### src/rtl/uart_pkg.sv
// Shared UART definitions: transmitter state encoding, the CPU data address
// and the baud divisor helper used by both the transmitter and receivers.
package uart_pkg;

  typedef enum logic [1:0] {IDLE, START, DATA, STOP} uart_tx_state_t;

  localparam logic [11:0] UART_ADDR = 12'h01e;

  // Rounded clock cycles per serial bit.
  function automatic int baud_div(input int clock_hz, input int baud_rate);
    return (clock_hz + baud_rate / 2) / baud_rate;
  endfunction

endpackage

### src/rtl/sync_fifo.sv
// Single-clock FIFO with registered full/empty derived from an occupancy count.
// A push while full is ignored; a pop while empty is ignored.
module sync_fifo #(
  parameter int WIDTH = 8,
  parameter int DEPTH = 4
) (
  input  logic                   clk,
  input  logic                   rst,
  input  logic                   push,
  input  logic                   pop,
  input  logic [WIDTH-1:0]       din,
  output logic [WIDTH-1:0]       dout,
  output logic                   full,
  output logic                   empty,
  output logic [$clog2(DEPTH):0] count
);

  localparam int AW = $clog2(DEPTH);

  generate
    if (DEPTH < 2 || (1 << AW) != DEPTH) begin : g_depth_check
      $error("sync_fifo: DEPTH must be a power of 2 and at least 2");
    end
  endgenerate

  logic [WIDTH-1:0] mem [DEPTH];
  logic [AW-1:0]    wr_ptr;
  logic [AW-1:0]    rd_ptr;
  logic             do_push;
  logic             do_pop;
  logic [AW:0]      count_next;

  assign do_push = push && !full;
  assign do_pop  = pop && !empty;
  assign dout    = mem[rd_ptr];

  always_comb begin
    count_next = count;
    if (do_push && !do_pop) begin
      count_next = count + 1'b1;
    end else if (do_pop && !do_push) begin
      count_next = count - 1'b1;
    end
  end

  always_ff @(posedge clk) begin
    if (rst) begin
      wr_ptr <= '0;
      rd_ptr <= '0;
      count  <= '0;
      full   <= 1'b0;
      empty  <= 1'b1;
    end else begin
      // Pointers wrap naturally because DEPTH is a power of two.
      if (do_push) begin
        mem[wr_ptr] <= din;
        wr_ptr      <= wr_ptr + 1'b1;
      end
      if (do_pop) begin
        rd_ptr <= rd_ptr + 1'b1;
      end
      count <= count_next;
      full  <= (count_next == (AW + 1)'(DEPTH));
      empty <= (count_next == '0);
    end
  end

endmodule

### src/rtl/uart_tx.sv
// Memory-mapped 8N1 UART transmitter: CPU bytes are queued in a small FIFO
// and shifted out LSB first on a registered tx line.
module uart_tx
  import uart_pkg::*;
#(
  parameter int CLOCK_HZ   = 100_000,
  parameter int BAUD       = 10_000,
  parameter int FIFO_DEPTH = 4
) (
  input  logic       clk,
  input  logic       rst,
  input  logic       wr_en,
  input  logic [7:0] wr_data,
  output logic       full,
  output logic       empty,
  output logic       busy,
  output logic       ovf,
  output logic       tx
);

  localparam int DIV   = baud_div(CLOCK_HZ, BAUD);
  localparam int CNT_W = $clog2(DIV) + 1;
  localparam logic [CNT_W-1:0] BIT_END = CNT_W'(DIV - 1);

  generate
    if (DIV < 2) begin : g_div_check
      $error("uart_tx: baud divisor must be at least 2");
    end
  endgenerate

  uart_tx_state_t               state;
  logic [CNT_W-1:0]             cnt;
  logic [2:0]                   idx;
  logic [7:0]                   sh;
  logic [7:0]                   fifo_dout;
  logic [$clog2(FIFO_DEPTH):0]  fifo_count;
  logic                         bit_done;
  logic                         pop;

  assign bit_done = (cnt == BIT_END);
  // Head is taken from IDLE or at the very end of a stop bit, giving back-to-back frames.
  assign pop  = !empty && ((state == IDLE) || (state == STOP && bit_done));
  assign busy = (fifo_count != '0) || (state != IDLE);

  sync_fifo #(
    .WIDTH (8),
    .DEPTH (FIFO_DEPTH)
  ) u_fifo (
    .clk   (clk),
    .rst   (rst),
    .push  (wr_en),
    .pop   (pop),
    .din   (wr_data),
    .dout  (fifo_dout),
    .full  (full),
    .empty (empty),
    .count (fifo_count)
  );

  always_ff @(posedge clk) begin
    if (rst) begin
      state <= IDLE;
      tx    <= 1'b1;
      cnt   <= '0;
      idx   <= '0;
      ovf   <= 1'b0;
    end else begin
      if (wr_en && full) begin
        ovf <= 1'b1;
      end
      case (state)
        IDLE: begin
          tx  <= 1'b1;
          cnt <= '0;
          if (pop) begin
            sh    <= fifo_dout;
            state <= START;
            tx    <= 1'b0;
          end
        end
        START: begin
          if (bit_done) begin
            cnt   <= '0;
            idx   <= '0;
            state <= DATA;
            tx    <= sh[0];
          end else begin
            cnt <= cnt + 1'b1;
          end
        end
        DATA: begin
          if (bit_done) begin
            cnt <= '0;
            sh  <= {1'b0, sh[7:1]};
            if (idx == 3'd7) begin
              state <= STOP;
              tx    <= 1'b1;
            end else begin
              idx <= idx + 1'b1;
              tx  <= sh[1];
            end
          end else begin
            cnt <= cnt + 1'b1;
          end
        end
        STOP: begin
          if (bit_done) begin
            cnt <= '0;
            if (pop) begin
              sh    <= fifo_dout;
              state <= START;
              tx    <= 1'b0;
            end else begin
              state <= IDLE;
            end
          end else begin
            cnt <= cnt + 1'b1;
          end
        end
        default: state <= IDLE;
      endcase
    end
  end

endmodule

### config.mk
export PLATFORM = sky130hd
export DESIGN_NAME = uart_tx
export DESIGN_NICKNAME = d
export VERILOG_FILES = /design/src/rtl/uart_pkg.sv /design/src/rtl/sync_fifo.sv /design/src/rtl/uart_tx.sv
export SDC_FILE = /design/constraint.sdc
export NUM_CORES = 1
export LEC_CHECK = 0
export ABC_AREA = 1
export BUFFER_PORTS_ARGS = -buffer_cell sky130_fd_sc_hd__buf_2
export CORE_MARGIN = 2
export CORE_UTILIZATION = 30
export CTS_CLUSTER_SIZE = 12
export DETAILED_ROUTE_END_ITERATION = 16
export GPL_TIMING_DRIVEN = 0
export PLACE_DENSITY = 0.41
export SLEW_MARGIN = 20
export SYNTH_ARGS = -nofsm -noshare
export SYNTH_HDL_FRONTEND = slang
export SYNTH_SLANG_ARGS = --single-unit
### constraint.sdc
create_clock -name clk -period 2.8 [get_ports clk]
set_input_delay 0.42 -clock clk [delete_from_list [all_inputs] [get_ports clk]]
set_output_delay 0.42 -clock clk [all_outputs]
set_load 0.1 [all_outputs]
# ---- Yosys cells after proc, flatten, opt, wreduce, memory -nomap -nowiden
# Memories as Yosys holds them, arrays and structs flattened. A register that Yosys moved wholly into a read port is not among the register bits.
# Index checks and enable logic that the tools add are counted.
dict set report classes {
  n_mux 31
  add_sub_neg 6
  bitwise_logic 1
  n_eq_ne 13
  reduce_logical 24
}
# cell count
set op_table {}
lappend op_table {{$mux W8} 3}
lappend op_table {{$pmux W8 S3} 1}
lappend op_table {{$mux W3} 5}
lappend op_table {{$mux W2} 7}
lappend op_table {{$reduce_and A4 Y1} 3}
lappend op_table {{$mux W1} 10}
lappend op_table {{$ne A2 B2 Y1 const B} 5}
lappend op_table {{$pmux W5 S2} 1}
lappend op_table {{$pmux W2 S4} 1}
lappend op_table {{$logic_and A1 B1 Y1} 7}
lappend op_table {{$add A3 B1 Y3 const B} 2}
lappend op_table {{$eq A3 B3 Y1 const B} 2}
lappend op_table {{$pmux W3 S2} 1}
lappend op_table {{$reduce_bool A3 Y1} 2}
lappend op_table {{$add A5 B1 Y5 const B} 1}
lappend op_table {{$eq A5 B4 Y1 const B} 1}
lappend op_table {{$mux W5} 1}
lappend op_table {{$reduce_and A5 Y1} 1}
lappend op_table {{$add A2 B1 Y2 const B} 2}
lappend op_table {{$eq A2 B2 Y1 const B} 2}
lappend op_table {{$logic_not A1 Y1} 4}
lappend op_table {{$ne A2 B1 Y1 const B} 2}
lappend op_table {{$pmux W1 S4} 1}
lappend op_table {{$reduce_bool A2 Y1} 2}
lappend op_table {{7 further kinds} 8}
dict set report word_totals {
  inputBits 11
  memories 1
  ram_bits 32
  elab_cells 87
  output_inout_bits 5
  ff_bits 29
}
# memory depth word_bits read_ports rd_clocked_by_memory_dff write_ports line
set memory_table {}
lappend memory_table {u_fifo.mem 4 8 1 1 1 sync_fifo.sv:26} ;# logic [WIDTH-1:0] mem [DEPTH];

# ---- Depth between registers and ports, before layout
# Gate-level depths: netlist (run 1).
dict set report depth {
  word_depth 9
  mapped_depth 14
  ltp_nobuf 14
}

# ---- Modules after synthesis
# Synthesis (run 1) repeated with hierarchy kept, for this count alone.
dict set report unflattened {
  hier_cells 291
  area_unflattened_um2 2827.7
}
# module n_inst cells_each seq_area_each_um2 area_per_inst_um2
set by_module_without_submodules {}
lappend by_module_without_submodules {sync_fifo 1 156 1181.1 1737.9}
lappend by_module_without_submodules {uart_tx 1 135 480.5 1089.8}

# ---- Worst setup path before layout (run 1)
# OpenSTA, ideal clock, no wires.
dict set report synth_path {
  kind {reg-to-reg}
  startpoint {reg u_fifo.empty (netlist name)}
  endpoint {reg sh[7] (data pin)}
  arrival_time_ps 1772
  path_slack_ps 773
  n_path_buf 1
  required_ps 2546
  setup_ps 254
  synth_period_minus_slack_ps 2027
  path_stages_with_launch 7
  cell_sequence {dfxtp_1 inv_1 nand2_4 inv_2 buf_4 o21ai_1 nor2_1}
}
# item line
set synth_rtl {}
lappend synth_rtl {{end signal: assignment} uart_tx.sv:76} ;# sh <= fifo_dout;
lappend synth_rtl {{end signal: assignment} uart_tx.sv:94} ;# sh <= {1'b0, sh[7:1]};
lappend synth_rtl {{end signal: assignment} uart_tx.sv:110} ;# sh <= fifo_dout;
lappend synth_rtl {{end: declaration} uart_tx.sv:34} ;# logic [7:0] sh;

# ---- Worst setup path after layout (run 1)
dict set report layout_path {
  startpoint {reg state[0]}
  endpoint {reg sh[6], enable pin}
}
dict set report layout_between {
  elab_chain_cells 3
  elab_cells_between_ends 7
  cone_classes {4 x eq/ne; 3 x reduce/logical}
}
# item line
set layout_rtl {}
lappend layout_rtl {{start: declaration} uart_tx.sv:31} ;# uart_tx_state_t state;
lappend layout_rtl {{start signal: assignment} uart_tx.sv:62} ;# state <= IDLE;
lappend layout_rtl {{start signal: assignment} uart_tx.sv:77} ;# state <= START;
lappend layout_rtl {{start signal: assignment} uart_tx.sv:85} ;# state <= DATA;
lappend layout_rtl {{$eq A2 B2 Y1 (tied with other cells)} uart_tx.sv:71} ;# case (state)
lappend layout_rtl {{$ne A2 B2 Y1 (no source line) or $reduce_bool A3 Y1 (tied branches)} --}
lappend layout_rtl {{$reduce_and A4 Y1 (no source line) (*)} --}
# Mark *: on every way between the ends. The rest lies on a longest branch, timed or not.
# A chain may end at the register's enable or synchronous reset.

==> impl_results.md, run 1 <==
* CP arrival at roughly 2.1 ns
* DP Wirelength at approximately 3.9 mm
* Initial Util at a little under a third
* CP required at about 2.8 ns
* Vias at a little under 2000
* Max Cap Violations at 0
* Routed WL at around 5.7 mm
* First-pass GRT wire length at between 9 and 10 mm
* Critical path class: flip-flop to flip-flop
* Power Density at 1050 nW/µm²
* DR WL/cell at around 13 µm
* IO buf count at 14
* DR top layer: met4
* Vias in the first global route at around 1800
* Worst VDD drop at between 0.0003 and 0.0004 V
* Die width at between 100 and 150 µm
* Sequential area share after synthesis at between 50 and 60%
* Setup TNS Final at 0 ns
* Post-CTS resize count at 0
* Core box area at about 9000 µm²
* Endpoints failing hold at 0
* Worst-path maximum fanout at 10
* Post-Syn Area per Cell at just over 10 µm²
* Root Buffer Master: clkbuf_8
* WL met2 at 2.57 mm
* Placer Congestion at roughly 0.73
* Share of cells above drive strength 1 at around 16%
* Yosys cell types at 28
* Post-synth ARST share at 0%
* Hold-fix buffers at CTS at 0
* CP endpoint kind: flip-flop
* Number of synthesis warnings at 0
* Clock tree buffer depth at 2
* Largest net degree at the start of global routing at 13
* Total Routing Usage GR at between 10 and 15%
* TritonRoute pass-1 iters at 4
* Commonest cells post-synth: edfxtp_1, nand2_1, nor2_1
* Clk_lat worst skew at 0.34 ns
* Design area at approximately 3300 µm²
* CTS tree: done
* Site row count at 35
* Top Ports at 16
* Vias per inst at between 4 and 5
* Post-Route M1 WL at 2.79 mm
* Mapped Area at 2860 µm²
* Clock Sinks at 63
* Slew margin rel. at 40.8%
* Setup bufs post-CTS at 0
* Final min period at ~2.2 ns
* Die Area at between 10000 and 15000 µm²
* Cell taking the most area after synthesis: edfxtp_1
* Final period util at 77.1%
* Area growth from synthesis to layout at 16.6%
* Status: finished, final reports clean
* RSZ-0062 raised after global routing: no
* Num CTS Buffers at 9
* Die height at slightly above 100 µm
* Synthesized flop and latch total at 63
* Post-synthesis cell count at between 200 and 300
* Nature of the critical path startpoint: flip-flop
* Endpoints failing setup at 0
* Top cells by area, synth: edfxtp_1, dfxtp_1, ha_1
* Slew Limit Fails at 0
* Main synth FF type: edfxtp_1
* Pleak at approximately 0.0013 µW
* Worst hold path type: input port to flip-flop
* Drt first-iter violations at 101
* H-tree depth at 3
* Number of synthesized flops with an enable pin at 40
* # DRC at 0
* Antenna diodes at 0
* Antenna-violating nets left at 0
* CTS clock-pin slew for the worst setup and hold paths at 0.08 ns
* Placed Area at around 3000 µm²
* Clock skew at around 0.013 ns
* Share of the synthesized area in the top cell type at 42.0%
* Initial antenna violation count at 0
* Peak Freq at 463 MHz
* WHS at about 0.29 ns
* Gr ovfl total at 0
* Slew @ Worst Pin at between 0.8 and 0.9 ns
* WL met3 at 226 µm
* # nets final at roughly 340
* Syn_nets at around 310
flip-flops by register name, indices dropped and copies added (netlist names), named ones only:
| signal | flops |
|---|---|
| sh | 8 |
| tx | 1 |
| u_fifo.count | 3 |
| u_fifo.rd_ptr | 2 |
| idx | 3 |
| ovf | 1 |
| u_fifo.full | 1 |
| cnt | 5 |
| u_fifo.empty | 1 |
| u_fifo.wr_ptr | 2 |
| state | 2 |
| u_fifo.mem | 32 |
power breakdown:
part | leakage, µW | total [µW] | internal (µW) | switching (µW)
sequential | 0.000554 | 1240 | 1160 | 78.6
combinational | 0.000672 | 1300 | 375 | 923
clock | 0.000121 | 974 | 594 | 380
layout make-up:
type	instances	area, µm²
fillers	924	5910
flip-flops and latches	63	1660
multi-input cells	179	1010
well taps	129	161
inverters	33	129
clock buffers	9	124
clock inverters	7	120
repair buffers	14	70.1
plain buffers	9	51.3
worst paths after layout:
check,from,end,slack (ns),cells past startpoint
hold reg to reg,tx$_SDFFE_PP1P_,tx$_SDFFE_PP1P_,0.47,2
setup reg to reg,state[0]$_SDFFE_PP0P_,sh[6]$_DFFE_PP_,0.64,6
hold / removal,wr_data[7],u_fifo.mem[3][7]$_DFFE_PP_,0.29,1
setup / recovery,state[0]$_SDFFE_PP0P_,sh[6]$_DFFE_PP_,0.64,6
metal layers:
| metal | vias to the layer above | global-route usage [%] |
|---|---|---|
| li1 | 1004 | - |
| met1 | 877 | 16.1 |
| met2 | 35 | 18.5 |
| met3 | 6 | 4.14 |
| met4 | 0 | 5.30 |
| met5 | - | 0 |
kinds of logic (layout without fill, tap and decap cells):
kind of cell    after synthesis  after routing  share of synthesized area [%]
simple gates                112            112                           17.8
flops                        63             63                           58.2
compound gates               47             47                           9.37
buf+inv                      42             72                           6.31
fa+ha+maj                    17             17                           7.45
xor+xnor                      3              3                          0.920
placed cells by master, fill, tap and decap left out, drive strengths merged:
cell type	n
nand2	45
inv	33
nand4	1
ha	17
nor2	43
edfxtp	40
nand3	20
clkbuf	13
o21ai	20
buf	19
o32ai	8
clkinv	4
dfxtp	23
or2	3
a211oi	1
xor2	2
xnor2	1
bufinv	3
a21oi	18
metrics by stage:
step	worst slack (ns)	power [µW]	util (%)	std cells
floorplan	0.773	2280	-	284
global placement	0.493	2570	33.4	427
detailed placement	0.534	2570	33.4	427
CTS	0.540	3560	36.1	443
global route	0.414	3770	36.1	443
finish	0.641	3510	36.1	443
critical path, cell delays in order (launching register included):
cell and delay, ns:
dfxtp_1 0.43, inv_1 0.12, ha_1 0.22, buf_2 0.18
o21ai_0 0.20, nand2_1 0.10, a21oi_1 0.55
(Power assumes the default switching activity.)
==> run 2, diff against run 1 <==
- PLACE_DENSITY: 0.41 -> 0.43
- clock period: 2.8 -> 1.8 ns (I/O delays scaled with it)
==> run 2 against run 1 <==
The run now ends with negative setup slack left. Largest power group unchanged. Clock power grew 45%. Highest routed layer unchanged. Core utilization grew 0.18 points. Sequential cell count is the same. Non-clock buffer count is the same. Critical path type unchanged. Maximum frequency grew 15%.
==> impl_results.md, run 2 (synthesized netlist as in run 1, its figures left out) <==
* DP Wirelength at 3.93 mm
* CTS tree: done
* Pleak at 0.00135 µW
* Top Ports at 16
* Setup bufs post-CTS at 0
* CTS clock-pin slew for the worst setup and hold paths at approximately 0.08 ns
* Final min period at ~1.9 ns
* Largest registers: u_fifo.mem: 32 flops, sh: 8 flops, cnt: 5 flops
* Clock tree buffer depth at 2
* Max Cap Violations at 0
* RSZ-0062 raised after global routing: yes
* Clock skew at 0.00926 ns
* CP required at ~1.8 ns
* Initial antenna violation count at 0
* Failing checks: negative setup slack
* Routed WL at ~5.5 mm
* Critical path class: flip-flop to flip-flop
* Finished Layout Cells at approximately 440
* Vias per inst at 4.37
* Final Util at between 30 and 40%
* CP endpoint kind: flip-flop
* # DRC at 0
* Sw power at between 2000 and 2500 µW
* Drt first-iter violations at 40
* # nets final at approximately 340
* Worst VDD drop at 0.000527 V
* Crit path max-delay family: simple AND/OR/NAND/NOR gates
* Die width at between 100 and 150 µm
* Most frequent cells in the layout: edfxtp_1, nand2_1, nor2_1
* Die height at 102 µm
* Sequential fraction of design power at between 30% and 40%
* Total Routing Usage GR at around 12%
* Bufs and invs on worst path at 2
* Status: finished, violations left
* Internal at 3230 µW
* Gr ovfl total at 0
* Placer Congestion at ~0.76
* Initial Util at a little under a third
* Largest register FFs at 32
* TritonRoute pass-1 iters at 4
* Reg2reg setup slack at -0.07 ns
* Nature of the critical path startpoint: flip-flop
* Num CTS Buffers at 9
* Clock share of power at between 20% and 30%
* Largest reg by FF count: u_fifo.mem
* Clock Sinks at 63
* Endpoints failing hold at 0
* Peak Freq at approximately 530 MHz
* IO buf count at 14
* Crit-path max cell delay at 0.63 ns
* WHS at ~0.14 ns
* CP cell instances: or2_0, buf_6, clkinv_4, nand2_1, nor2_1
* Worst hold path type: input port to flip-flop
* Core box area at between 9000 and 10000 µm²
* Largest net degree at the start of global routing at 14
* DR WL/cell at between 10 and 15 µm
* Worst-path maximum fanout at 8
* Slew Limit Fails at 0
* Net Sw Frac at between 40% and 50%
* Area growth from synthesis to layout at 17.2%
* Reg2Reg Launch Point: u_fifo.full$_SDFF_PP0_
* Root Buffer Master: clkbuf_8
* Pwr Total at between 5000 and 6000 µW
* Vias at approximately 1900
* Final period util at 104%
* First-pass GRT wire length at 9.40 mm
* Logic pwr share at 38.4%
* Hold Crit Start: wr_data[5]
* Clk_lat worst skew at 0.34 ns
* Antenna-violating nets left at 0
* Slew margin rel. at 47.3%
* Worst setup startpoint: u_fifo.full$_SDFF_PP0_
* H-tree depth at 3
* Power Density at ~1600 nW/µm²
* Slew @ Worst Pin at 0.787 ns
* Antenna diodes at 0
* Vias in the first global route at around 1900
* Site row count at 35
* Most common cell after layout, fill and taps aside: edfxtp_1
* PnR worst setup slack at -0.0702 ns
* Die Area at about 10000 µm²
* Slowest stage cell, crit path: nor2_1
* CP arrival at around 1.8 ns
* Share of cells above drive strength 1 at about a fifth
* Endpoints failing setup at 24
* Cell Count Post-Placement at 427
run 2: changes by cell type in the layout (fill, tap and decap cells not counted), moves of 2 or more:
cell,previous run,this run
dfxtp_2,0,2
o21ai_2,0,2
dfxtp_1,23,20
inv_6,1,3
o21ai_0,19,17
run 2: timing repair:
| action | CTS | global route |
|---|---|---|
| setup endpoints to repair | 35 | 37 |
| pin swaps | 0 | 1 |
| resized for setup | 3 | 9 |
| cloned | 0 | 0 |
| hold buffers | 0 | 0 |
run 2: stage by stage:
step / setup slack (ns) / setup TNS, ns / area [µm²]
CTS: -0.143 / -2.88 / 3330
global route: -0.225 / -4.75 / 3350
floorplan: -0.00863 / -0.207 / 2870
detailed placement: -0.289 / -8.11 / 3100
global placement: -0.309 / -8.37 / 3100
finish: -0.0702 / -1.33 / 3350
run 2: worst paths after layout:
check                                        to  depth (start not counted)
setup / recovery     u_fifo.mem[3][7]$_DFFE_PP_                          5
hold / removal       u_fifo.mem[3][5]$_DFFE_PP_                          1
setup reg to reg     u_fifo.mem[3][7]$_DFFE_PP_                          5
hold reg to reg   u_fifo.rd_ptr[1]$_SDFFE_PP0P_                          2
run 2: final cells by class:
cell class,instances,area [µm²]
Inverter,33,129
Buffer,9,52.6
Tap cell,129,161
Clock inverter,7,103
Clock buffer,9,124
Multi-Input combinational cell,179,1040
Timing Repair Buffer,14,72.6
Sequential cell,63,1670
Fill cell,951,5890
run 2: worst reg2reg max path: cells and delay by family, from the launching register on:
family,cells,cell delay (ns)
buffers and inverters,2,0.21
DFF,1,0.33
and+or+nand+nor,3,0.96
run 2: per-layer routing:
metal | global-route usage (%) | vias up | part of all wire [%]
met3 | 4.14 | 9 | 3.6
met4 | 4.05 | 0 | 1.4
li1 | - | 1007 | -
met2 | 18.5 | 26 | 45
met5 | 0 | - | 0
met1 | 15.9 | 892 | 50
run 2: power by group through the flow:
stage	Sequential (µW)	Combinational [µW]	Clock [µW]
final	1930	2080	1410
after global routing	1960	2340	1530
after CTS	1930	2090	1460
after detailed placement	1960	2050	0
after global placement	1960	2030	0
after floorplan	2110	1450	0
